### src/rtl/win_judge_pkg.sv
// Shared types and constant helpers for the parametrised connect-N judge:
// direction codes, scan FSM states and per-direction window geometry.
package win_judge_pkg;

   localparam logic [1:0] DIR_V    = 2'd0;
   localparam logic [1:0] DIR_H    = 2'd1;
   localparam logic [1:0] DIR_RISE = 2'd2;
   localparam logic [1:0] DIR_FALL = 2'd3;

   // Scan states are encoded so that SCAN_x == direction code + 1.
   typedef enum logic [2:0] {
      ST_IDLE      = 3'd0,
      ST_SCAN_V    = 3'd1,
      ST_SCAN_H    = 3'd2,
      ST_SCAN_RISE = 3'd3,
      ST_SCAN_FALL = 3'd4,
      ST_RESULT    = 3'd5
   } state_t;

   function automatic int dir_dr(input logic [1:0] dir);
      case (dir)
         DIR_H:    return 0;
         DIR_RISE: return -1;
         default:  return 1;
      endcase
   endfunction

   function automatic int dir_dc(input logic [1:0] dir);
      return (dir == DIR_V) ? 0 : 1;
   endfunction

   function automatic int dir_row_first(input logic [1:0] dir, input int wl);
      return (dir == DIR_RISE) ? wl - 1 : 0;
   endfunction

   function automatic int dir_row_last(input logic [1:0] dir, input int rows, input int wl);
      return (dir == DIR_V || dir == DIR_FALL) ? rows - wl : rows - 1;
   endfunction

   function automatic int dir_col_last(input logic [1:0] dir, input int cols, input int wl);
      return (dir == DIR_V) ? cols - 1 : cols - wl;
   endfunction

   function automatic int win_count(input logic [1:0] dir, input int rows, input int cols,
                                    input int wl);
      return (dir_row_last(dir, rows, wl) - dir_row_first(dir, wl) + 1) *
             (dir_col_last(dir, cols, wl) + 1);
   endfunction

   function automatic logic [1:0] state_dir(input state_t s);
      case (s)
         ST_SCAN_H:    return DIR_H;
         ST_SCAN_RISE: return DIR_RISE;
         ST_SCAN_FALL: return DIR_FALL;
         default:      return DIR_V;
      endcase
   endfunction

   // First enabled scan state strictly after s, or RESULT when none remain.
   function automatic state_t next_scan(input state_t s, input logic [3:0] mask);
      state_t n;
      n = ST_RESULT;
      for (int d = 3; d >= 0; d--) begin
         if (mask[d] && d >= int'(s)) n = state_t'(3'(d + 1));
      end
      return n;
   endfunction

endpackage

### src/rtl/win_judge_param_if.sv
// Request/result bus between the game controller and the judge.
// The master drives the board and handshakes; the slave is the judge.
interface win_judge_param_if #(
   parameter int ROWS = 6,
   parameter int COLS = 7
);
   localparam int NC = ROWS * COLS;
   localparam int RW = (ROWS > 1) ? $clog2(ROWS) : 1;
   localparam int CW = (COLS > 1) ? $clog2(COLS) : 1;

   logic [NC-1:0] occupied;
   logic [NC-1:0] whos;
   logic          op_valid;
   logic          op_ready;
   logic          re_valid;
   logic          re_ready;
   logic          re_is_finished;
   logic          re_draw;
   logic          re_winner;
   logic [1:0]    re_dir;
   logic [RW-1:0] re_row;
   logic [CW-1:0] re_col;

   modport master (
      output occupied, whos, op_valid, re_ready,
      input  op_ready, re_valid, re_is_finished, re_draw, re_winner, re_dir, re_row, re_col
   );

   modport slave (
      input  occupied, whos, op_valid, re_ready,
      output op_ready, re_valid, re_is_finished, re_draw, re_winner, re_dir, re_row, re_col
   );
endinterface

### src/rtl/win_window.sv
// Combinational check of one WIN_LEN-long window starting at (row, col)
// in direction dir; cells falling off the board count as empty.
module win_window
   import win_judge_pkg::*;
#(
   parameter int ROWS    = 6,
   parameter int COLS    = 7,
   parameter int WIN_LEN = 4,
   parameter int RW      = 3,
   parameter int CW      = 3
) (
   input  logic [ROWS*COLS-1:0] i_occ,
   input  logic [ROWS*COLS-1:0] i_whos,
   input  logic [RW-1:0]        i_row,
   input  logic [CW-1:0]        i_col,
   input  logic [1:0]           i_dir,
   output logic                 o_hit,
   output logic                 o_player
);
   localparam int NC = ROWS * COLS;
   localparam int IW = (NC > 1) ? $clog2(NC) : 1;

   logic          w_all_occ;
   logic          w_all1;
   logic          w_all0;
   int            w_rk;
   int            w_ck;
   logic [IW-1:0] w_idx;

   always_comb begin
      w_all_occ = 1'b1;
      w_all1    = 1'b1;
      w_all0    = 1'b1;
      w_rk      = 0;
      w_ck      = 0;
      w_idx     = '0;
      for (int k = 0; k < WIN_LEN; k++) begin
         w_rk = int'(i_row) + dir_dr(i_dir) * k;
         w_ck = int'(i_col) + dir_dc(i_dir) * k;
         if (w_rk >= 0 && w_rk < ROWS && w_ck >= 0 && w_ck < COLS) begin
            w_idx     = IW'(w_rk * COLS + w_ck);
            w_all_occ = w_all_occ & i_occ[w_idx];
            w_all1    = w_all1 & i_whos[w_idx];
            w_all0    = w_all0 & ~i_whos[w_idx];
         end else begin
            w_all_occ = 1'b0;
         end
      end
   end

   assign o_hit    = w_all_occ & (w_all1 | w_all0);
   assign o_player = w_all1;

endmodule

### src/rtl/win_judge_param.sv
// Parametrised connect-N judge: snapshots the board on op handshake, scans one
// window per cycle over the enabled directions and reports the first win.
module win_judge_param
   import win_judge_pkg::*;
#(
   parameter int         ROWS     = 6,
   parameter int         COLS     = 7,
   parameter int         WIN_LEN  = 4,
   parameter logic [3:0] DIR_MASK = 4'b1111
) (
   input logic              clk,
   input logic              rst,
   win_judge_param_if.slave bus
);
   localparam int NC = ROWS * COLS;
   localparam int RW = (ROWS > 1) ? $clog2(ROWS) : 1;
   localparam int CW = (COLS > 1) ? $clog2(COLS) : 1;

   if (WIN_LEN < 2 || WIN_LEN > ROWS || WIN_LEN > COLS) begin : g_bad_win_len
      $error("win_judge_param: WIN_LEN must satisfy 2 <= WIN_LEN <= min(ROWS, COLS)");
   end

   state_t        r_state;
   logic [NC-1:0] r_occ;
   logic [NC-1:0] r_whos;
   logic [RW-1:0] r_row;
   logic [CW-1:0] r_col;
   logic          r_op_ready;
   logic          r_re_valid;
   logic          r_fin;
   logic          r_draw;
   logic          r_winner;
   logic [1:0]    r_dir;
   logic [RW-1:0] r_orow;
   logic [CW-1:0] r_ocol;

   logic [1:0]    w_dir;
   logic          w_hit;
   logic          w_player;
   logic          w_op_fire;
   state_t        w_next_scan;
   logic [RW-1:0] w_next_row0;
   logic [RW-1:0] w_row_last;
   logic [CW-1:0] w_col_last;

   assign w_dir       = state_dir(r_state);
   assign w_op_fire   = bus.op_valid & r_op_ready;
   assign w_next_scan = next_scan(r_state, DIR_MASK);
   assign w_next_row0 = RW'(dir_row_first(state_dir(w_next_scan), WIN_LEN));
   assign w_row_last  = RW'(dir_row_last(w_dir, ROWS, WIN_LEN));
   assign w_col_last  = CW'(dir_col_last(w_dir, COLS, WIN_LEN));

   win_window #(
      .ROWS(ROWS), .COLS(COLS), .WIN_LEN(WIN_LEN), .RW(RW), .CW(CW)
   ) u_window (
      .i_occ   (r_occ),
      .i_whos  (r_whos),
      .i_row   (r_row),
      .i_col   (r_col),
      .i_dir   (w_dir),
      .o_hit   (w_hit),
      .o_player(w_player)
   );

   // Board snapshot is pure data: captured on accept, never reset.
   always_ff @(posedge clk) begin
      if (w_op_fire) begin
         r_occ  <= bus.occupied;
         r_whos <= bus.whos;
      end
   end

   always_ff @(posedge clk or posedge rst) begin
      if (rst) begin
         r_state    <= ST_IDLE;
         r_row      <= '0;
         r_col      <= '0;
         r_op_ready <= 1'b1;
         r_re_valid <= 1'b0;
         r_fin      <= 1'b0;
         r_draw     <= 1'b0;
         r_winner   <= 1'b0;
         r_dir      <= 2'd0;
         r_orow     <= '0;
         r_ocol     <= '0;
      end else begin
         case (r_state)
            ST_IDLE: begin
               if (w_op_fire) begin
                  r_op_ready <= 1'b0;
                  r_state    <= w_next_scan;
                  r_row      <= w_next_row0;
                  r_col      <= '0;
                  if (w_next_scan == ST_RESULT) begin
                     r_re_valid <= 1'b1;
                     r_draw     <= &bus.occupied;
                  end
               end
            end
            ST_SCAN_V, ST_SCAN_H, ST_SCAN_RISE, ST_SCAN_FALL: begin
               if (w_hit) begin
                  r_state    <= ST_RESULT;
                  r_re_valid <= 1'b1;
                  r_fin      <= 1'b1;
                  r_winner   <= w_player;
                  r_dir      <= w_dir;
                  r_orow     <= r_row;
                  r_ocol     <= r_col;
               end else if (r_col == w_col_last) begin
                  r_col <= '0;
                  if (r_row == w_row_last) begin
                     r_state <= w_next_scan;
                     r_row   <= w_next_row0;
                     if (w_next_scan == ST_RESULT) begin
                        r_re_valid <= 1'b1;
                        r_draw     <= &r_occ;
                     end
                  end else begin
                     r_row <= r_row + 1'b1;
                  end
               end else begin
                  r_col <= r_col + 1'b1;
               end
            end
            ST_RESULT: begin
               if (bus.re_ready) begin
                  r_state    <= ST_IDLE;
                  r_op_ready <= 1'b1;
                  r_re_valid <= 1'b0;
                  r_fin      <= 1'b0;
                  r_draw     <= 1'b0;
                  r_winner   <= 1'b0;
                  r_dir      <= 2'd0;
                  r_orow     <= '0;
                  r_ocol     <= '0;
               end
            end
            default: r_state <= ST_IDLE;
         endcase
      end
   end

   assign bus.op_ready       = r_op_ready;
   assign bus.re_valid       = r_re_valid;
   assign bus.re_is_finished = r_fin;
   assign bus.re_draw        = r_draw;
   assign bus.re_winner      = r_winner;
   assign bus.re_dir         = r_dir;
   assign bus.re_row         = r_orow;
   assign bus.re_col         = r_ocol;

endmodule

### src/flat_wrapper.sv
// flat-port wrapper written by rule: the top's interface ports become plain ports
module win_judge_param_flat import win_judge_pkg::*;
#(
   parameter int         ROWS     = 6,
   parameter int         COLS     = 7,
   parameter int         WIN_LEN  = 4,
   parameter logic [3:0] DIR_MASK = 4'b1111
)
  (clk, rst, bus_occupied, bus_whos, bus_op_valid, bus_re_ready, bus_op_ready, bus_re_valid, bus_re_is_finished, bus_re_draw, bus_re_winner, bus_re_dir, bus_re_row, bus_re_col);
  win_judge_param_if #(.ROWS(ROWS), .COLS(COLS)) bus_i ();
  input logic clk;
  input logic rst;
  input wire logic [$bits(bus_i.occupied)-1:0] bus_occupied;
  input wire logic [$bits(bus_i.whos)-1:0] bus_whos;
  input wire logic [$bits(bus_i.op_valid)-1:0] bus_op_valid;
  input wire logic [$bits(bus_i.re_ready)-1:0] bus_re_ready;
  output wire logic [$bits(bus_i.op_ready)-1:0] bus_op_ready;
  output wire logic [$bits(bus_i.re_valid)-1:0] bus_re_valid;
  output wire logic [$bits(bus_i.re_is_finished)-1:0] bus_re_is_finished;
  output wire logic [$bits(bus_i.re_draw)-1:0] bus_re_draw;
  output wire logic [$bits(bus_i.re_winner)-1:0] bus_re_winner;
  output wire logic [$bits(bus_i.re_dir)-1:0] bus_re_dir;
  output wire logic [$bits(bus_i.re_row)-1:0] bus_re_row;
  output wire logic [$bits(bus_i.re_col)-1:0] bus_re_col;
  assign bus_i.occupied = bus_occupied;
  assign bus_i.whos = bus_whos;
  assign bus_i.op_valid = bus_op_valid;
  assign bus_i.re_ready = bus_re_ready;
  assign bus_op_ready = bus_i.op_ready;
  assign bus_re_valid = bus_i.re_valid;
  assign bus_re_is_finished = bus_i.re_is_finished;
  assign bus_re_draw = bus_i.re_draw;
  assign bus_re_winner = bus_i.re_winner;
  assign bus_re_dir = bus_i.re_dir;
  assign bus_re_row = bus_i.re_row;
  assign bus_re_col = bus_i.re_col;
  win_judge_param #(.ROWS(ROWS), .COLS(COLS), .WIN_LEN(WIN_LEN), .DIR_MASK(DIR_MASK)) u_core (.clk(clk), .rst(rst), .bus(bus_i));
endmodule
### config.mk
export PLATFORM = sky130hd
export DESIGN_NAME = win_judge_param_flat
export DESIGN_NICKNAME = d
export VERILOG_FILES = /design/src/rtl/win_judge_pkg.sv /design/src/rtl/win_judge_param_if.sv /design/src/rtl/win_window.sv /design/src/rtl/win_judge_param.sv /design/src/flat_wrapper.sv
export SDC_FILE = /design/constraint.sdc
export NUM_CORES = 1
export LEC_CHECK = 0
export CELL_PAD_IN_SITES_DETAIL_PLACEMENT = 0
export CELL_PAD_IN_SITES_GLOBAL_PLACEMENT = 1
export CORE_ASPECT_RATIO = 0.6
export CORE_MARGIN = 2
export CORE_UTILIZATION = 43
export CTS_BUF_LIST = sky130_fd_sc_hd__clkbuf_16
export CTS_CLUSTER_SIZE = 30
export DETAILED_ROUTE_END_ITERATION = 12
export PLACE_DENSITY = 0.8
export SLEW_MARGIN = 5
export SYNTH_ARGS = -nofsm -noshare
export SYNTH_HDL_FRONTEND = slang
export SYNTH_HIERARCHICAL = 1
export SYNTH_SLANG_ARGS = --single-unit
### constraint.sdc
create_clock -name clk -period 7.5 [get_ports clk]
set_input_delay 1.125 -clock clk [delete_from_list [all_inputs] [get_ports clk]]
set_output_delay 1.125 -clock clk [all_outputs]
set_load 0.05 [all_outputs]
## After elaboration in Yosys (flattened, before gate mapping)

Cells that the tools add are included.
W data, S select, Z words.

- Register bits: 106
- Latch bits: 0
- Memory bits (writable): 0
- Bits in read-only memories: 0
- Input bits: 88
- Output and inout port bits: 13
- Word-level logic and storage cells: 207
- Memories: 0

- Add/sub/neg operators: 12
- $mul: 6
- Div/mod/pow operators: 0
- $lt $le $gt $ge: 24
- Eq/ne operators: 25
- Shift-type cells: 0
- Mux-type cells: 82
- Bitwise logic cells: 16
- Reduce and logical (&&, ||, !) cells: 29

Operator list:

| operator | count |
|---|---|
| $add A4 B32 Y32 | 3 |
| $ge A32 B1 Y1 const B | 3 |
| $lt A32 B4 Y1 const B | 3 |
| $mul A32 B4 Y6 const B | 3 |
| $reduce_and A42 Y1 | 2 |
| $pmux W32 S2 | 1 |
| $mux W3 | 19 |
| $bmux W1 S6 | 8 |
| $mux W1 | 38 |
| $mul A32 B3 Y32 const B | 1 |
| $lt A6 B7 Y1 const B | 4 |
| $pmux W3 S2 | 4 |
| $add A6 B6 Y6 | 2 |
| $eq A3 B2 Y1 const B | 4 |
| $eq A3 B3 Y1 const B | 4 |
| $ge A4 B1 Y1 const B | 3 |
| $logic_and A1 B1 Y1 | 12 |
| $lt A4 B3 Y1 const B | 3 |
| $pmux W2 S3 | 2 |
| $and A1 B1 Y1 | 11 |
| $ne A2 B1 Y1 const B | 5 |
| $pmux W3 S3 | 1 |
| $reduce_and A3 Y1 | 3 |
| $reduce_and A4 Y1 | 2 |
| other kinds (32) | 53 |

## Longest topological paths before layout

Gate-level depths: netlist of the first run.

- Depth in word-level cells: 20
- Depth in mapped cells: 33
- Gate-level depth less buffers: 30

## Hierarchy

The synthesis of the first run kept the hierarchy.

By module, submodules not included:

| module | instances | cells an instance | area each (um2) | sequential area each (um2) |
|---|---|---|---|---|
| win_window | 1 | 495 | 5327.6 | 0.0 |
| win_judge_param | 1 | 256 | 4080.2 | 3074.2 |

## Worst setup path before layout of the first run

No wires, ideal clock.

- Kind: register to register
- From: register u_core.r_state[1]
- To: register u_core.r_row[2]
- Setup time: 0.124 ns
- Arrival time: 7.373 ns
- Required time: 7.376 ns
- Setup slack: 0.003 ns
- Cell stages (with the launch flop): 29
- Buffers on the path: 3
- Period minus slack after synthesis: 7.497 ns
- Path through: dfrtp_1 -> clkbuf_1 -> or3b_2 -> o21a_1 -> inv_1 -> ha_1 -> clkbuf_1 -> a21oi_1 -> xor2_1 -> inv_1 -> ha_1 -> inv_1 -> fa_1 -> inv_1 -> fa_1 -> ha_1 -> xnor2_2 -> clkbuf_1 -> mux4_2 -> mux4_2 -> mux2i_1 -> o21ai_0 -> a22oi_1 -> or2_1 -> o2111a_1 -> o21ai_0 -> a31oi_2 -> a2111oi_2 -> a211o_1

- Cells in the longest elaborated chain, start to end: 20
- Elaborated cells on any way between the ends: 97
- Classes of those cells: add/sub: 9; mul: 5; order compare: 12; eq/ne: 12; mux: 30; bitwise: 14; reduce/logical: 15

Ends and longest elaborated chain:

| item | line | source |
|---|---|---|
| from (decl) | win_judge_param.sv:23 | `state_t r_state;` |
| from (signal assigned) | win_judge_param.sv:91 | `r_state <= w_next_scan;` |
| from (signal assigned) | win_judge_param.sv:112 | `r_state <= w_next_scan;` |
| $eq A3 B3 Y1 or $eq A3 B2 Y1 (tied branches) | win_judge_pkg.sv:51 | `case (s)` |
| $pmux W2 S3 * | win_judge_pkg.sv:51 |  |
| named net u_core.w_dir[1] | win_judge_param.sv:37 | `logic [1:0] w_dir;` |
| parallel branches: the longest is 15 deep, another holds $mul A32 B3 Y32 | - |  |
| $and A1 B1 Y1 * | win_window.sv:51 | `assign o_hit = w_all_occ & (w_all1 \| w_all0);` |
| named net u_core.w_hit | win_judge_param.sv:38 | `logic w_hit;` |
| $ne A2 B2 Y1 (no source line) * | - |  |
| $reduce_and A4 Y1 (no source line) * | - |  |
| to (signal assigned) | win_judge_param.sv:92 | `r_row <= w_next_row0;` |
| to (signal assigned) | win_judge_param.sv:113 | `r_row <= w_next_row0;` |
| to (signal assigned) | win_judge_param.sv:119 | `r_row <= r_row + 1'b1;` |
| to (decl) | win_judge_param.sv:26 | `logic [RW-1:0] r_row;` |

Mark *: on every way through the listed nets, which the timed path passes. The select of a mux whose other input is x is not followed.
A chain may end at the register's enable or synchronous reset.

## Worst setup path after layout of the first run

Same ends and word-level chain as after synthesis.

==> results.md, run 1 <==
CTS:
- The tree is rooted in a clkbuf_16.
- The H-tree depth is 3.
- The clock reaches the later pin of the worst-skew pair after about 350 ps.
- For this design, the sink count on the clock tree is 106.
- The number of clock buffers added by TritonCTS is 9.
- Clock-pin slew was measured on the worst setup and hold paths at about 80 ps.
- The maximum count of clock buffers along a single path is 2.
- The clock tree from TritonCTS is built.

Logic synthesis:
- The sequential fraction of the synthesis area is about a third.
- Counting flops with an async set or reset pin after synthesis yields a share of 20.8%.
- The synthesized net count is 946.
- The post-synthesis average cell area is 12.5 µm².
- Yosys printed 6 warnings.
- In the post-synthesis netlist, the biggest area contributors are edfxtp_1 (27%), mux4_2 (20%), ha_1 (11%).
- The most frequently used flop master after synthesis is edfxtp_1.
- In the synthesized netlist, the number of instances is ~750.
- The number of enable flip-flop cells after synthesis is 84.
- The library cell with the largest summed area after synthesis is edfxtp_1.
- Synthesis inferred between 100 and 150 register bits.
- The area of the mapped netlist is around 0.0094 mm².
- The number of distinct library cells after synthesis is 80.
- The share of Yosys cell area claimed by the top area cell type is between 20% and 30%.

Drt:
- In this run the remaining antenna-violating nets after routing total 0.
- In this run the top signal layer used is met5.
- For this block, wires on met1 add up to ~13 mm.
- The routed length on met3 is ~2.7 mm.
- Wire segments on met2 add up to 9.00 mm in the final route.
- The number of DRC violations after detailed-routing iteration 0 is 898.
- The detail-routed via count per cell is around 6.
- In the routed design, unresolved DRC markers number 0.
- The total wirelength of the detailed-routed design is 24.6 mm.
- The routed length per instance is approximately 21 µm.
- The total number of vias is approximately 6.9k.
- The length of the first detailed-routing pass in iterations is 5.

Power and ir drop:
- VDD sags by at most 128 µV.
- The total power consumption of the routed design is approximately 1.2 mW.
- The leakage power figure is about 4.5 nW.
- The power density over the cells is ~110 mW/mm².

Die:
- The initialized floorplan defines 41 standard-cell rows.
- In this run the vertical extent of the chip is approximately 120 µm.
- The die outline area is between 0.02 and 0.025 mm².
- The initial core utilization is 44.3%.
- The core region is 0.0212 mm².
- From left edge to right edge, the die measures around 190 µm.
- The number of primary I/O pins is between 100 and 150.

Timing:
- The number of hold-slack violations in the final timing report is 0.
- The fraction of the cycle the final worst path needs is about 96%.
- The final worst slack is around 290 ps.
- The worst clock skew on the final layout is between 10 and 15 ps.
- Adding up every negative setup slack in the final design gives 0 ps.
- Setup violations remaining at the end of the flow were counted as 0.
- The final critical delay including setup and external delays is around 7200 ps.
- At the pin with the least slew margin, the transition time is approximately 1100 ps.
- For this run, the top clock speed supported by timing is ~140 MHz.
- Headroom to the max-slew limit came out at 27.7%.
- The total count of max-transition violations in the final report came to 0.

GRT:
- The pin count of the biggest net entering global routing is 85.
- The number of antenna violations at the first check in global routing is 0.
- The global-route usage over all layers is ~22%.
- The first global-routing pass estimated between 30 and 40 mm of wire.
- For this run the aggregate overflow at the end of global routing stands at 0.
- The number of global-route vias before repair is approximately 6.6k.

Run status:
- The flow ran to the end, and the final reports show no timing, DRC or antenna violations.

Setup path:
- In this run the number of cells on the critical path is 30.
- In this design, the critical path's most frequently occurring cell is inv_1.
- Tracing the worst setup path back leads to its startpoint at u_core/r_state[1]$_DFFE_PP0P_.
- The arrival time of data at the critical path endpoint is approximately 7400 ps.
- On the critical path the largest part of the delay comes from adder cells.
- For this run, the slowest stage of the critical path takes 560 ps.
- For this design, the slowest cell found on the critical path is fa_1.
- The number of buffers and inverters on the critical path is 8.
- Counting cells, the worst reg-to-reg path comes to 30.
- In this run the critical register-to-register path is captured at u_core/r_row[2]$_DFFE_PP0P_.
- In this run the critical register-to-register path is launched from u_core/r_state[1]$_DFFE_PP0P_.
- The highest fanout seen on the critical path is 9.
- The critical path ends at u_core/r_row[2]$_DFFE_PP0P_.
- The worst setup path is launched from a flop.
- The register-to-register setup slack is roughly 300 ps.
- The setup path with the least slack is of type reg -> reg.
- The worst endpoint required time is 7730 ps.
- The worst setup path is captured at a flop.

Min path:
- The path class of the tightest hold or removal check is reg -> reg.
- Along the worst hold path, the cell count comes to 1.

Cells and area:
- After routing the design area is between 0.01 and 0.015 mm².
- The layout has roughly 1.8k filler cells.
- The register area is around 0.0031 mm².
- The total area of multi-input combinational cells is about 0.0060 mm².
- The final design utilization is between 50% and 60%.
- The total number of nets in the final design is roughly 1.1k.
- The antenna cell count is 0.
- The area growth from synthesis to final layout is 20.4%.
- The post-route netlist has just over 20% of its cells at a drive strength greater than 1.

Placed design:
- The setup slack after placement is 28.3 ps.
- At the end of routability-driven placement, the weighted congestion stood at between 0.9 and 1.
- The count of port buffers added during placement is 100.
- Detailed placement finished with a half-perimeter wire length of roughly 19 mm.
- The instance area at placement is about 0.011 mm².

Run:
- The tool flagged a number of max-cap violations equal to 0.
[where the power goes]
part           switching [mW]  leakage, nW  internal (mW)  total (mW)
logic                  0.0145         3.32         0.0404      0.0549
clock network           0.237        0.153          0.269       0.506
registers                   0         1.02          0.634       0.634
[cell families after synthesis]
| logic type | share of synthesized area [%] |
|---|---|
| buffers and inverters | 5.23 |
| multiplexers | 24.0 |
| XOR/XNOR | 3.42 |
| flip-flops | 32.7 |
| adder cells (fa/ha/maj) | 15.9 |
| AND/OR/NAND/NOR | 9.35 |
| AO/OA/AOI/OAI | 9.39 |
[layout make-up]
| class | instances | share of cell area (%) |
|---|---|---|
| repair buffers | 138 | 11.7 |
| clock inverters | 7 | 0.828 |
| flip-flops and latches | 106 | 27.2 |
| well taps | 279 | 3.08 |
| inverters | 78 | 2.58 |
| multi-input cells | 532 | 52.7 |
| clock buffers | 9 | 1.99 |
[what timing repair did]
item	4_1_cts	5_1_grt
gates resized for setup	1	19
pin swaps	0	8
hold buffers	0	0
endpoints found under the setup margin	1	18
buffers inserted	0	3
[synth_stat cells, types with 3 or more instances]
| library cell | n |
|---|---|
| clkbuf_1 | 16 |
| dfrtp_1 | 21 |
| ha_1 | 86 |
| nor2b_1 | 8 |
| nand4b_1 | 3 |
| a21oi_1 | 29 |
| nand3_1 | 9 |
| or4_1 | 3 |
| a22o_1 | 8 |
| inv_1 | 78 |
| nor3b_1 | 3 |
| o211ai_1 | 4 |
| nand4_1 | 27 |
| nor4_1 | 4 |
| a31oi_1 | 8 |
| a21o_1 | 9 |
| o21ai_0 | 18 |
| edfxtp_1 | 84 |
| nand2b_1 | 14 |
| xor2_1 | 11 |
| xnor2_1 | 22 |
| mux4_1 | 5 |
| mux2_2 | 4 |
| nand2_1 | 34 |
| buf_2 | 5 |
| mux4_2 | 84 |
| buf_4 | 4 |
| nor2_1 | 19 |
| o31ai_1 | 5 |
| mux2i_1 | 17 |
| buf_1 | 5 |
| a221oi_1 | 4 |
| a211o_1 | 4 |
| buf_6 | 4 |
| o21a_1 | 3 |
| nor3_1 | 9 |
| a211oi_1 | 7 |
| fa_1 | 21 |
[worst min path at each step]
stage                                                startpoint                                     to  slack, ps
after floorplan                     u_core/r_col[0]$_DFFE_PP0P_            u_core/r_col[0]$_DFFE_PP0P_        580
after global placement    u_core/bus.re_is_finished$_DFFE_PP0P_  u_core/bus.re_is_finished$_DFFE_PP0P_        470
final                     u_core/bus.re_is_finished$_DFFE_PP0P_  u_core/bus.re_is_finished$_DFFE_PP0P_        490
after global routing      u_core/bus.re_is_finished$_DFFE_PP0P_  u_core/bus.re_is_finished$_DFFE_PP0P_        530
after detailed placement  u_core/bus.re_is_finished$_DFFE_PP0P_  u_core/bus.re_is_finished$_DFFE_PP0P_        470
after CTS                 u_core/bus.re_is_finished$_DFFE_PP0P_  u_core/bus.re_is_finished$_DFFE_PP0P_        490
[stage by stage]
step / hold WS [ps] / instances
2_1_floorplan: 584 / 751
3_3_place_gp: 468 / 1130
3_5_place_dp: 470 / 1130
4_1_cts: 490 / 1146
5_1_grt: 531 / 1149
6_report: 487 / 1149
[cells in the final DEF, fill, tap and decap left out, types with 3 or more instances in the layout]
cell type	n
a21o_1	9
nor4_1	4
or4_1	3
edfxtp_1	84
mux2i_1	16
mux4_2	84
mux2_2	4
a211oi_1	7
buf_12	3
a21oi_1	29
nand4b_1	3
nor3_1	9
nor2b_1	8
a211o_1	4
nor3b_1	3
xnor2_1	20
ha_1	81
clkbuf_16	9
o31ai_1	5
buf_4	35
a22o_1	8
inv_1	77
nand2b_1	14
o211ai_1	4
nand3_1	9
dfrtp_1	19
xor2_1	10
o21ai_1	3
nand4_1	27
clkdlybuf4s50_1	100
fa_1	21
a31oi_1	8
a221oi_1	4
ha_4	3
mux4_1	5
nand2_1	34
o21ai_0	17
nor2_1	18
[flip-flops by register name, indices dropped and copies added (netlist names)]
name                       count
u_core/bus.re_col              3
u_core/bus.re_valid            1
u_core/bus.re_dir              2
u_core/r_occ                  42
u_core/r_whos                 42
u_core/bus.re_draw             1
u_core/r_col                   3
u_core/bus.re_row              3
u_core/bus.re_is_finished      1
u_core/bus.op_ready            1
u_core/r_row                   3
u_core/bus.re_winner           1
u_core/r_state                 3
[worst register-to-register path: cells and delay by family, from the launching register on]
kind	cells	cell delay [ps]
adder cells (fa/ha/maj)	7	2040
AO/OA/AOI/OAI	8	1440
AND/OR/NAND/NOR	2	820
XOR/XNOR	2	370
buffers and inverters	8	780
multiplexers	3	1170
flip-flops	1	460
[per-layer routing]
layer	vias up	track usage, %
li1	3174	-
met5	-	2.18
met3	23	6.51
met2	387	25.5
met1	3363	37.5
met4	2	3.48
No activity file was read; power rests on OpenSTA's default activity.
==> run 2: changes to the inputs <==
--- a/config.mk
+++ b/config.mk
@@ -9,11 +9,10 @@
 export CELL_PAD_IN_SITES_GLOBAL_PLACEMENT = 1
 export CORE_ASPECT_RATIO = 0.6
 export CORE_MARGIN = 2
-export CORE_UTILIZATION = 43
+export CORE_UTILIZATION = 51
 export CTS_BUF_LIST = sky130_fd_sc_hd__clkbuf_16
-export CTS_CLUSTER_SIZE = 30
 export DETAILED_ROUTE_END_ITERATION = 12
-export PLACE_DENSITY = 0.8
+export PLACE_DENSITY = 0.89
 export SLEW_MARGIN = 5
 export SYNTH_ARGS = -nofsm -noshare
 export SYNTH_HDL_FRONTEND = slang
==> constraint.sdc (replaced) <==
create_clock -name clk -period 8.8 [get_ports clk]
set_input_delay 1.32 -clock clk [delete_from_list [all_inputs] [get_ports clk]]
set_output_delay 1.32 -clock clk [all_outputs]
set_load 0.05 [all_outputs]
==> run 2 against run 1 <==
  * Total power decreased by 14%
  * Clock-buffer cell count unchanged
  * Sequential power down 15%
  * Fmax down 13%
  * Final cell count shrank 5.4%
  * Critical endpoint unchanged
  * Largest cell class unchanged
  * Highest routed layer is now met4
==> results.md, run 2 (same netlist as run 1, synthesis figures left out) <==
Run status:
- Run status: complete, no violations (unchanged).

CTS:
- The maximum count of clock buffers along a single path is 2 (unchanged).
- The total CTS buffers is 9 (unchanged).
- The root buffer selected by CTS is clkbuf_16 (unchanged).
- The H-tree depth came to 3 (unchanged).
- The clock-pin slew on the worst setup and hold paths is 90 ps (was 80 ps).
- The number of sinks driven by the clock tree was 106 (unchanged).
- The number of buffers inserted by post-CTS setup repair was 0 (unchanged).
- The number of gates resized after cts was 0 (was 1).
- The clock latency on the worst-skew pair came to 360 ps (was 350 ps).
- The clock tree from TritonCTS is built (unchanged).
- The cts-stage hold buffer count was 0 (unchanged).

Power and ir drop:
- The power share of the clock group is 42.8% (was 42.3%).
- The net switching fraction of the power is 21.6% (was 21.0%).
- The power dissipated by switching net loads came to 0.222 mW (was 0.251 mW).
- The power density over the cells came to 93.5 mW/mm² (was 105 mW/mm²).
- The sequential share of power is 52.7% (was 53.1%).
- The internal power is 0.804 mW (was 0.944 mW).
- The power share of the combinational group is 4.6% (about the same).
- The maximum resistive drop on vdd is 111 µV (was 128 µV).
- The leakage power figure was 4.35 nW (was 4.49 nW).

GRT:
- The number of antenna violations at the first check in global routing is 0 (unchanged).
- The global-route usage over all layers came to 27.8% (was 21.8%).
- The wire length of the first global-routing pass is 40.6 mm (was 38.4 mm).
- The overflow left after global routing was 0 (unchanged).
- The pin count of the biggest net entering global routing came to 85 (unchanged).
- The number of global-route vias before repair came to 7,034 (was 6,564).

Timing:
- Setup repair after global routing left no endpoint under its margin.
- The setup TNS came to 0 ps (unchanged).
- The final critical delay including setup and external delays was 8260 ps (was 7210 ps).
- The peak clock frequency supported by timing came to 121 MHz (was 139 MHz).
- The fraction of the cycle the final worst path needs is 93.8% (was 96.1%).
- The actual transition at the worst max-transition pin is 1150 ps (was 1090 ps).
- The relative slew slack came to 23.2% (was 27.7%).
- The number of hold-slack violations in the final timing report was 0 (unchanged).
- The total count of max-transition violations in the final report is 0 (unchanged).
- The number of setup violations in the final report is 0 (unchanged).
- The final worst slack is 544 ps (was 294 ps).
- The worst clock skew on the final layout is 16.6 ps (was 10.9 ps).

Drt:
- The routed length per instance is 23.6 µm (was 21.4 µm).
- The number of DRC violations after detailed-routing iteration 0 is 862 (was 898).
- The number of antenna-violating nets in the routed design is 0 (unchanged).
- The total number of vias is 7,144 (was 6,949).
- The total wirelength of the detailed-routed design was 25.7 mm (was 24.6 mm).
- The length of the first detailed-routing pass in iterations came to 7 (was 5).
- The final routed DRC violation total came to 0 (unchanged).
- The detail-routed via count per cell is 6.57 (was 6.05).

Placed design:
- The instance area at placement was 0.0106 mm² (was 0.0109 mm²).
- The total half-perimeter wirelength after legalization and detailed placement is 19.5 mm (was 19.3 mm).
- The setup slack after placement is 473 ps (was 28.3 ps).
- The placer's final routability congestion estimate was 0.992 (was 0.937).
- The cell count after placement is 1,071 (was 1,130).
- The count of port buffers added during placement is 100 (unchanged).

Setup path:
- The kind of critical path is reg -> reg (unchanged).
- The arrival time of data at the critical path endpoint is 8510 ps (was 7440 ps).
- The endpoint type of the worst setup path is a flop (unchanged).
- The worst endpoint required time is 9050 ps (was 7730 ps).
- The endpoint of the worst register-to-register path is u_core/r_row[2]$_DFFE_PP0P_ (unchanged).
- The source of the worst register-to-register timing path is u_core/r_state[2]$_DFFE_PP0P_ (was u_core/r_state[1]$_DFFE_PP0P_).
- The start point of the critical path is u_core/r_state[2]$_DFFE_PP0P_ (was u_core/r_state[1]$_DFFE_PP0P_).
- The register-to-register setup slack came to 540 ps (was 290 ps).
- The category of the worst setup path launch point was a flop (unchanged).
- The highest fanout seen on the critical path is 19 (was 9).
- The number of cells on the worst reg-to-reg path is 27 (was 30).

Die:
- The height of the chip came to 109 µm (was 119 µm).
- The count of standard-cell rows is 38 (was 41).
- The overall die width is 179 µm (was 195 µm).
- The core footprint is 0.0181 mm² (was 0.0212 mm²).
- The initial core utilization is 52.1% (was 44.3%).
- The die outline area is 0.0196 mm² (was 0.0231 mm²).
- The number of primary I/O pins is 101 (unchanged).

Cells and area:
- Commonest cells after routing, fill and taps aside: clkdlybuf4s50_1 (100), ha_1 (84), edfxtp_1 (84), mux4_2 (84), inv_1 (78) (was clkdlybuf4s50_1 (100), edfxtp_1 (84), mux4_2 (84), ha_1 (81), inv_1 (77)).
- Biggest registers after layout: u_core/r_occ x42, u_core/r_whos x42 (unchanged).
- The area growth from synthesis to final layout is 16.5% (was 20.4%).
- The antenna cell count is 0 (unchanged).
- The share of final-layout standard cells stronger than drive strength 1 is 16.4% (was 20.1%).
- The most common library cell in the layout ignoring fill and taps is clkdlybuf4s50_1 (unchanged).
- The post-layout instance area is 0.0110 mm² (was 0.0113 mm²).
- The total number of nets in the final design was 1,037 (was 1,060).
- The post-route non-filler standard cell count is 1,087 (was 1,149).

Min path:
- The worst min-delay path category is reg -> reg (unchanged).
- The number of cells traversed by the worst hold path is 1 (unchanged).
- The launch point of the worst hold path is u_core/bus.re_is_finished$_DFFE_PP0P_ (unchanged).
- The hold path endpoint is u_core/bus.re_is_finished$_DFFE_PP0P_ (unchanged).

Run:
- The count of max-cap constraint violations is 0 (unchanged).
-- run 2: cell count changes in the layout (fill, tap and decap cells not counted), moves of 2 or more --
cell     before  now
buf_4        35   15
buf_12        3    0
ha_1         81   84
ha_4          3    0
dfrtp_2       2    0
xnor2_1      20   22
dfrtp_1      19   21
-- run 2: per-layer routing --
layer  GRT usage (%)  share of wire, %
met1            42.4                45
met2            39.5                42
met3            8.12                12
met4            5.47               1.6
met5               0                 0
-- run 2: worst max-delay path, cell delays in order, from the launching register on --
cell and delay (ps):
dfrtp_1 680, or3b_2 540, o21a_1 170, inv_1 120, ha_1 400, xor2_1 120, ha_1 190, a21oi_1 210
xor2_1 300, inv_1 160, ha_1 300, inv_1 40, fa_1 470, inv_1 50, fa_1 450, ha_1 400
xnor2_4 420, mux4_2 570, mux4_2 470, mux2i_1 180, o211ai_1 170, o21a_1 170, o2111a_1 320, buf_4 200
nor4b_2 350, a31oi_2 170, a21o_1 240, a211o_1 290
-- run 2: cell type report --
class | instances | area (µm²)
clock buffers | 9 | 225
repair buffers | 115 | 1110
inverters | 78 | 293
fillers | 1419 | 7100
clock inverters | 7 | 97.6
well taps | 240 | 300
flip-flops and latches | 106 | 3070
multi-input cells | 532 | 5860
-- run 2: stage by stage --
stage / hold slack [ps] / power [mW] / util (%)
3_5_place_dp: 469 / 0.598 / 58.8
2_1_floorplan: 584 / 0.554 / -
3_3_place_gp: 465 / 0.597 / 58.8
4_1_cts: 489 / 1.03 / 60.6
6_report: 487 / 1.03 / 60.7
5_1_grt: 503 / 1.06 / 60.7
-- run 2: how the worst max path moves through the flow --
stage                             endpoint  slack [ps]
6_report       u_core/r_row[2]$_DFFE_PP0P_         540
5_1_grt        u_core/r_row[2]$_DFFE_PP0P_          10
4_1_cts        u_core/r_row[2]$_DFFE_PP0P_         420
3_5_place_dp   u_core/r_row[2]$_DFFE_PP0P_         470
3_3_place_gp   u_core/r_row[2]$_DFFE_PP0P_         780
2_1_floorplan  u_core/r_row[2]$_DFFE_PP0P_        1300
-- run 2: power groups by stage --
stage	clock, mW	sequential (mW)	combinational [mW]
4_1_cts	0.446	0.540	0.0473
5_1_grt	0.465	0.540	0.0502
3_5_place_dp	0	0.551	0.0469
6_report	0.439	0.540	0.0467
3_3_place_gp	0	0.551	0.0454
2_1_floorplan	0	0.552	0.00260
==> run 3: changes to the inputs <==
--- a/config.mk
+++ b/config.mk
@@ -5,11 +5,11 @@
 export SDC_FILE = /design/constraint.sdc
 export NUM_CORES = 1
 export LEC_CHECK = 0
-export CELL_PAD_IN_SITES_DETAIL_PLACEMENT = 0
-export CELL_PAD_IN_SITES_GLOBAL_PLACEMENT = 1
+export CELL_PAD_IN_SITES_DETAIL_PLACEMENT = 1
+export CELL_PAD_IN_SITES_GLOBAL_PLACEMENT = 2
 export CORE_ASPECT_RATIO = 0.6
 export CORE_MARGIN = 2
-export CORE_UTILIZATION = 51
+export CORE_UTILIZATION = 43
 export CTS_BUF_LIST = sky130_fd_sc_hd__clkbuf_16
 export DETAILED_ROUTE_END_ITERATION = 12
 export PLACE_DENSITY = 0.89
==> run 3 against run 2 <==
  * Cell area rose by 0.39%
  * Non-clock buffer count rose by 1
  * Sequential power barely moved
  * Highest routed layer unchanged
==> results.md, run 3 (same netlist as run 1, synthesis figures left out) <==
Power and ir drop:
- The sequential share of power is 52.5% (was 52.7%).
- The internal power came to 0.805 mW (was 0.804 mW).
- The power share of the combinational group came to 4.7% (was 4.6%).
- The maximum resistive drop on vdd is 133 µV (was 111 µV).
- The power dissipated by switching net loads is 0.224 mW (was 0.222 mW).
- The leakage power figure is 4.36 nW (was 4.35 nW).
- The power density over the cells is 93.4 mW/mm² (was 93.5 mW/mm²).
- The power share of the clock group came to 42.8% (about the same).
- The net switching fraction of the power was 21.7% (was 21.6%).

GRT:
- The number of antenna violations at the first check in global routing was 0 (unchanged).
- The global-route usage over all layers is 26.1% (was 27.8%).
- The wire length of the first global-routing pass is 45.4 mm (was 40.6 mm).
- The pin count of the biggest net entering global routing is 85 (unchanged).
- The number of global-route vias before repair is 7,559 (was 7,034).
- The overflow left after global routing came to 0 (unchanged).

Setup path:
- The worst-path cell with the longest stage delay is xnor2_2 (was dfrtp_1).
- The worst endpoint required time came to 9050 ps (about the same).
- The cell type group with the largest total delay on the critical path is compound AO/OA/AOI/OAI gates (was adder cells).
- The delay of the slowest critical-path stage is 640 ps (was 680 ps).
- The number of buffers and inverters on the critical path was 4 (was 5).
- The arrival time of data at the critical path endpoint is 8580 ps (was 8510 ps).
- The highest fanout seen on the critical path is 9 (was 19).
- The category of the worst setup path launch point is a flop (unchanged).
- The endpoint type of the worst setup path is a flop (unchanged).
- The kind of critical path is reg -> reg (unchanged).
- The register-to-register setup slack is 480 ps (was 540 ps).

Cells and area:
- The share of final-layout standard cells stronger than drive strength 1 is 16.5% (was 16.4%).
- The post-layout instance area is 0.0110 mm² (about the same).
- The post-route non-filler standard cell count is 1,127 (was 1,087).
- The area growth from synthesis to final layout is 17.0% (was 16.5%).
- The most common library cell in the layout ignoring fill and taps was clkdlybuf4s50_1 (unchanged).
- Biggest registers after layout: u_core/r_occ x42, u_core/r_whos x42 (unchanged).
- The antenna cell count is 0 (unchanged).
- Commonest cells after routing, fill and taps aside: clkdlybuf4s50_1 (100), ha_1 (84), edfxtp_1 (84), mux4_2 (84), inv_1 (78) (unchanged).
- The total number of nets in the final design is 1,038 (was 1,037).

Timing:
- The peak clock frequency supported by timing is 120 MHz (was 121 MHz).
- The final critical delay including setup and external delays came to 8320 ps (was 8260 ps).
- The number of hold-slack violations in the final timing report was 0 (unchanged).
- The actual transition at the worst max-transition pin is 1140 ps (was 1150 ps).
- RSZ-0062 raised after global routing: no (unchanged).
- The fraction of the cycle the final worst path needs is 94.6% (was 93.8%).
- The number of setup violations in the final report came to 0 (unchanged).
- The relative slew slack is 24.2% (was 23.2%).
- The worst clock skew on the final layout is 11.7 ps (was 16.6 ps).
- The setup TNS came to 0 ps (unchanged).
- The total count of max-transition violations in the final report is 0 (unchanged).

Drt:
- The total wirelength of the detailed-routed design is 29.2 mm (was 25.7 mm).
- The number of DRC violations after detailed-routing iteration 0 is 628 (was 862).
- The number of antenna-violating nets in the routed design came to 0 (unchanged).
- The detail-routed via count per cell is 6.36 (was 6.57).
- The routed length per instance is 25.9 µm (was 23.6 µm).
- The length of the first detailed-routing pass in iterations is 5 (was 7).
- The total number of vias is 7,173 (was 7,144).
- The final routed DRC violation total is 0 (unchanged).

Placed design:
- The cell count after placement is 1,111 (was 1,071).
- The count of port buffers added during placement was 100 (unchanged).
- The placer's final routability congestion estimate is 0.880 (was 0.992).
- The total half-perimeter wirelength after legalization and detailed placement is 22.9 mm (was 19.5 mm).
- The instance area at placement was 0.0107 mm² (was 0.0106 mm²).

CTS:
- The number of buffers inserted by post-CTS setup repair came to 0 (unchanged).
- The H-tree depth came to 3 (unchanged).
- The number of sinks driven by the clock tree is 106 (unchanged).
- The maximum count of clock buffers along a single path came to 2 (unchanged).
- The number of gates resized after cts came to 0 (unchanged).
- The clock-pin slew on the worst setup and hold paths is 80 ps (was 90 ps).
- The clock latency on the worst-skew pair was 370 ps (was 360 ps).
- The root buffer selected by CTS is clkbuf_16 (unchanged).
- The total CTS buffers came to 9 (unchanged).
- The cts-stage hold buffer count is 0 (unchanged).
- The clock tree from TritonCTS is built (unchanged).

Die:
- The overall die width is 195 µm (was 179 µm).
- The count of standard-cell rows is 41 (was 38).
- The height of the chip is 119 µm (was 109 µm).
- The initial core utilization came to 44.3% (was 52.1%).
- The number of primary I/O pins was 101 (unchanged).
- The die outline area is 0.0231 mm² (was 0.0196 mm²).
- The core footprint was 0.0212 mm² (was 0.0181 mm²).

Run status:
- Run status: complete, no violations (unchanged).

Min path:
- The worst min-delay path category is reg -> reg (unchanged).

Run:
- The count of max-cap constraint violations is 0 (unchanged).
==> run 3: changes by cell type in the layout (fill, tap and decap cells not counted) <==
cell | before | now
clkinv_4 | 0 | 1
xnor2_4 | 1 | 0
inv_8 | 1 | 2
inv_6 | 1 | 2
clkinvlp_4 | 2 | 0
buf_4 | 15 | 16
xnor2_2 | 0 | 1
clkinv_8 | 2 | 1
==> run 3: layer usage <==
layer | routed length [µm] | GRT usage, % | part of all wire (%)
met1 | 13400 | 37.6 | 46
met2 | 12800 | 39.2 | 44
met3 | 2690 | 7.91 | 9.2
met4 | 290 | 4.72 | 0.99
met5 | 0 | 0 | 0
==> run 3: final cells by class <==
| class | count | area [µm²] |
|---|---|---|
| clock inverters | 7 | 95.1 |
| inverters | 78 | 293 |
| multi-input cells | 532 | 5850 |
| clock buffers | 9 | 225 |
| flip-flops and latches | 106 | 3070 |
| well taps | 279 | 349 |
| fillers | 2182 | 10200 |
| repair buffers | 116 | 1120 |
==> run 3: worst paths after layout <==
check | endpoint | cells after the start | start
max in group asynchronous | u_core/bus.re_dir[0]$_DFFE_PP0P_ | 2 | rst
max reg2reg | u_core/r_row[2]$_DFFE_PP0P_ | 27 | u_core/r_state[1]$_DFFE_PP0P_
min in group asynchronous | u_core/bus.re_draw$_DFFE_PP0P_ | 2 | rst
max | u_core/r_row[2]$_DFFE_PP0P_ | 27 | u_core/r_state[1]$_DFFE_PP0P_
min reg2reg | u_core/bus.re_is_finished$_DFFE_PP0P_ | 1 | u_core/bus.re_is_finished$_DFFE_PP0P_
min | u_core/bus.re_is_finished$_DFFE_PP0P_ | 1 | u_core/bus.re_is_finished$_DFFE_PP0P_
==> run 3: per-stage QoR <==
stage / util (%) / power (mW) / worst slack [ps] / hold slack, ps
after floorplan: - / 0.554 / 1300 / 584
after detailed placement: 50.3 / 0.600 / 635 / 471
after global placement: 50.3 / 0.597 / 1130 / 469
after CTS: 51.8 / 1.04 / 575 / 489
after global routing: 51.8 / 1.06 / 107 / 497
final: 51.8 / 1.03 / 476 / 492
==> run 3: worst register-to-register path, stage by stage, from the launching register on <==
cell	delay, ps
dfrtp_1	410
or3b_2	480
o21a_1	180
inv_1	120
ha_1	400
xor2_1	130
ha_1	190
a21oi_1	180
xor2_1	330
inv_1	140
ha_1	290
inv_1	60
fa_1	500
inv_1	60
fa_1	450
ha_1	360
xnor2_2	640
mux4_2	610
mux4_2	490
mux2i_1	200
o21ai_0	150
a22oi_1	200
or2_1	120
o2111a_1	310
o21ai_0	250
a31oi_2	510
a2111oi_2	120
a211o_1	310
==> run 3: power by group through the flow <==
stage	clock (mW)	sequential [mW]	combinational, mW
after floorplan	0	0.552	0.00260
after global placement	0	0.551	0.0457
after detailed placement	0	0.551	0.0483
after CTS	0.448	0.540	0.0487
after global routing	0.465	0.540	0.0512
final	0.440	0.540	0.0480
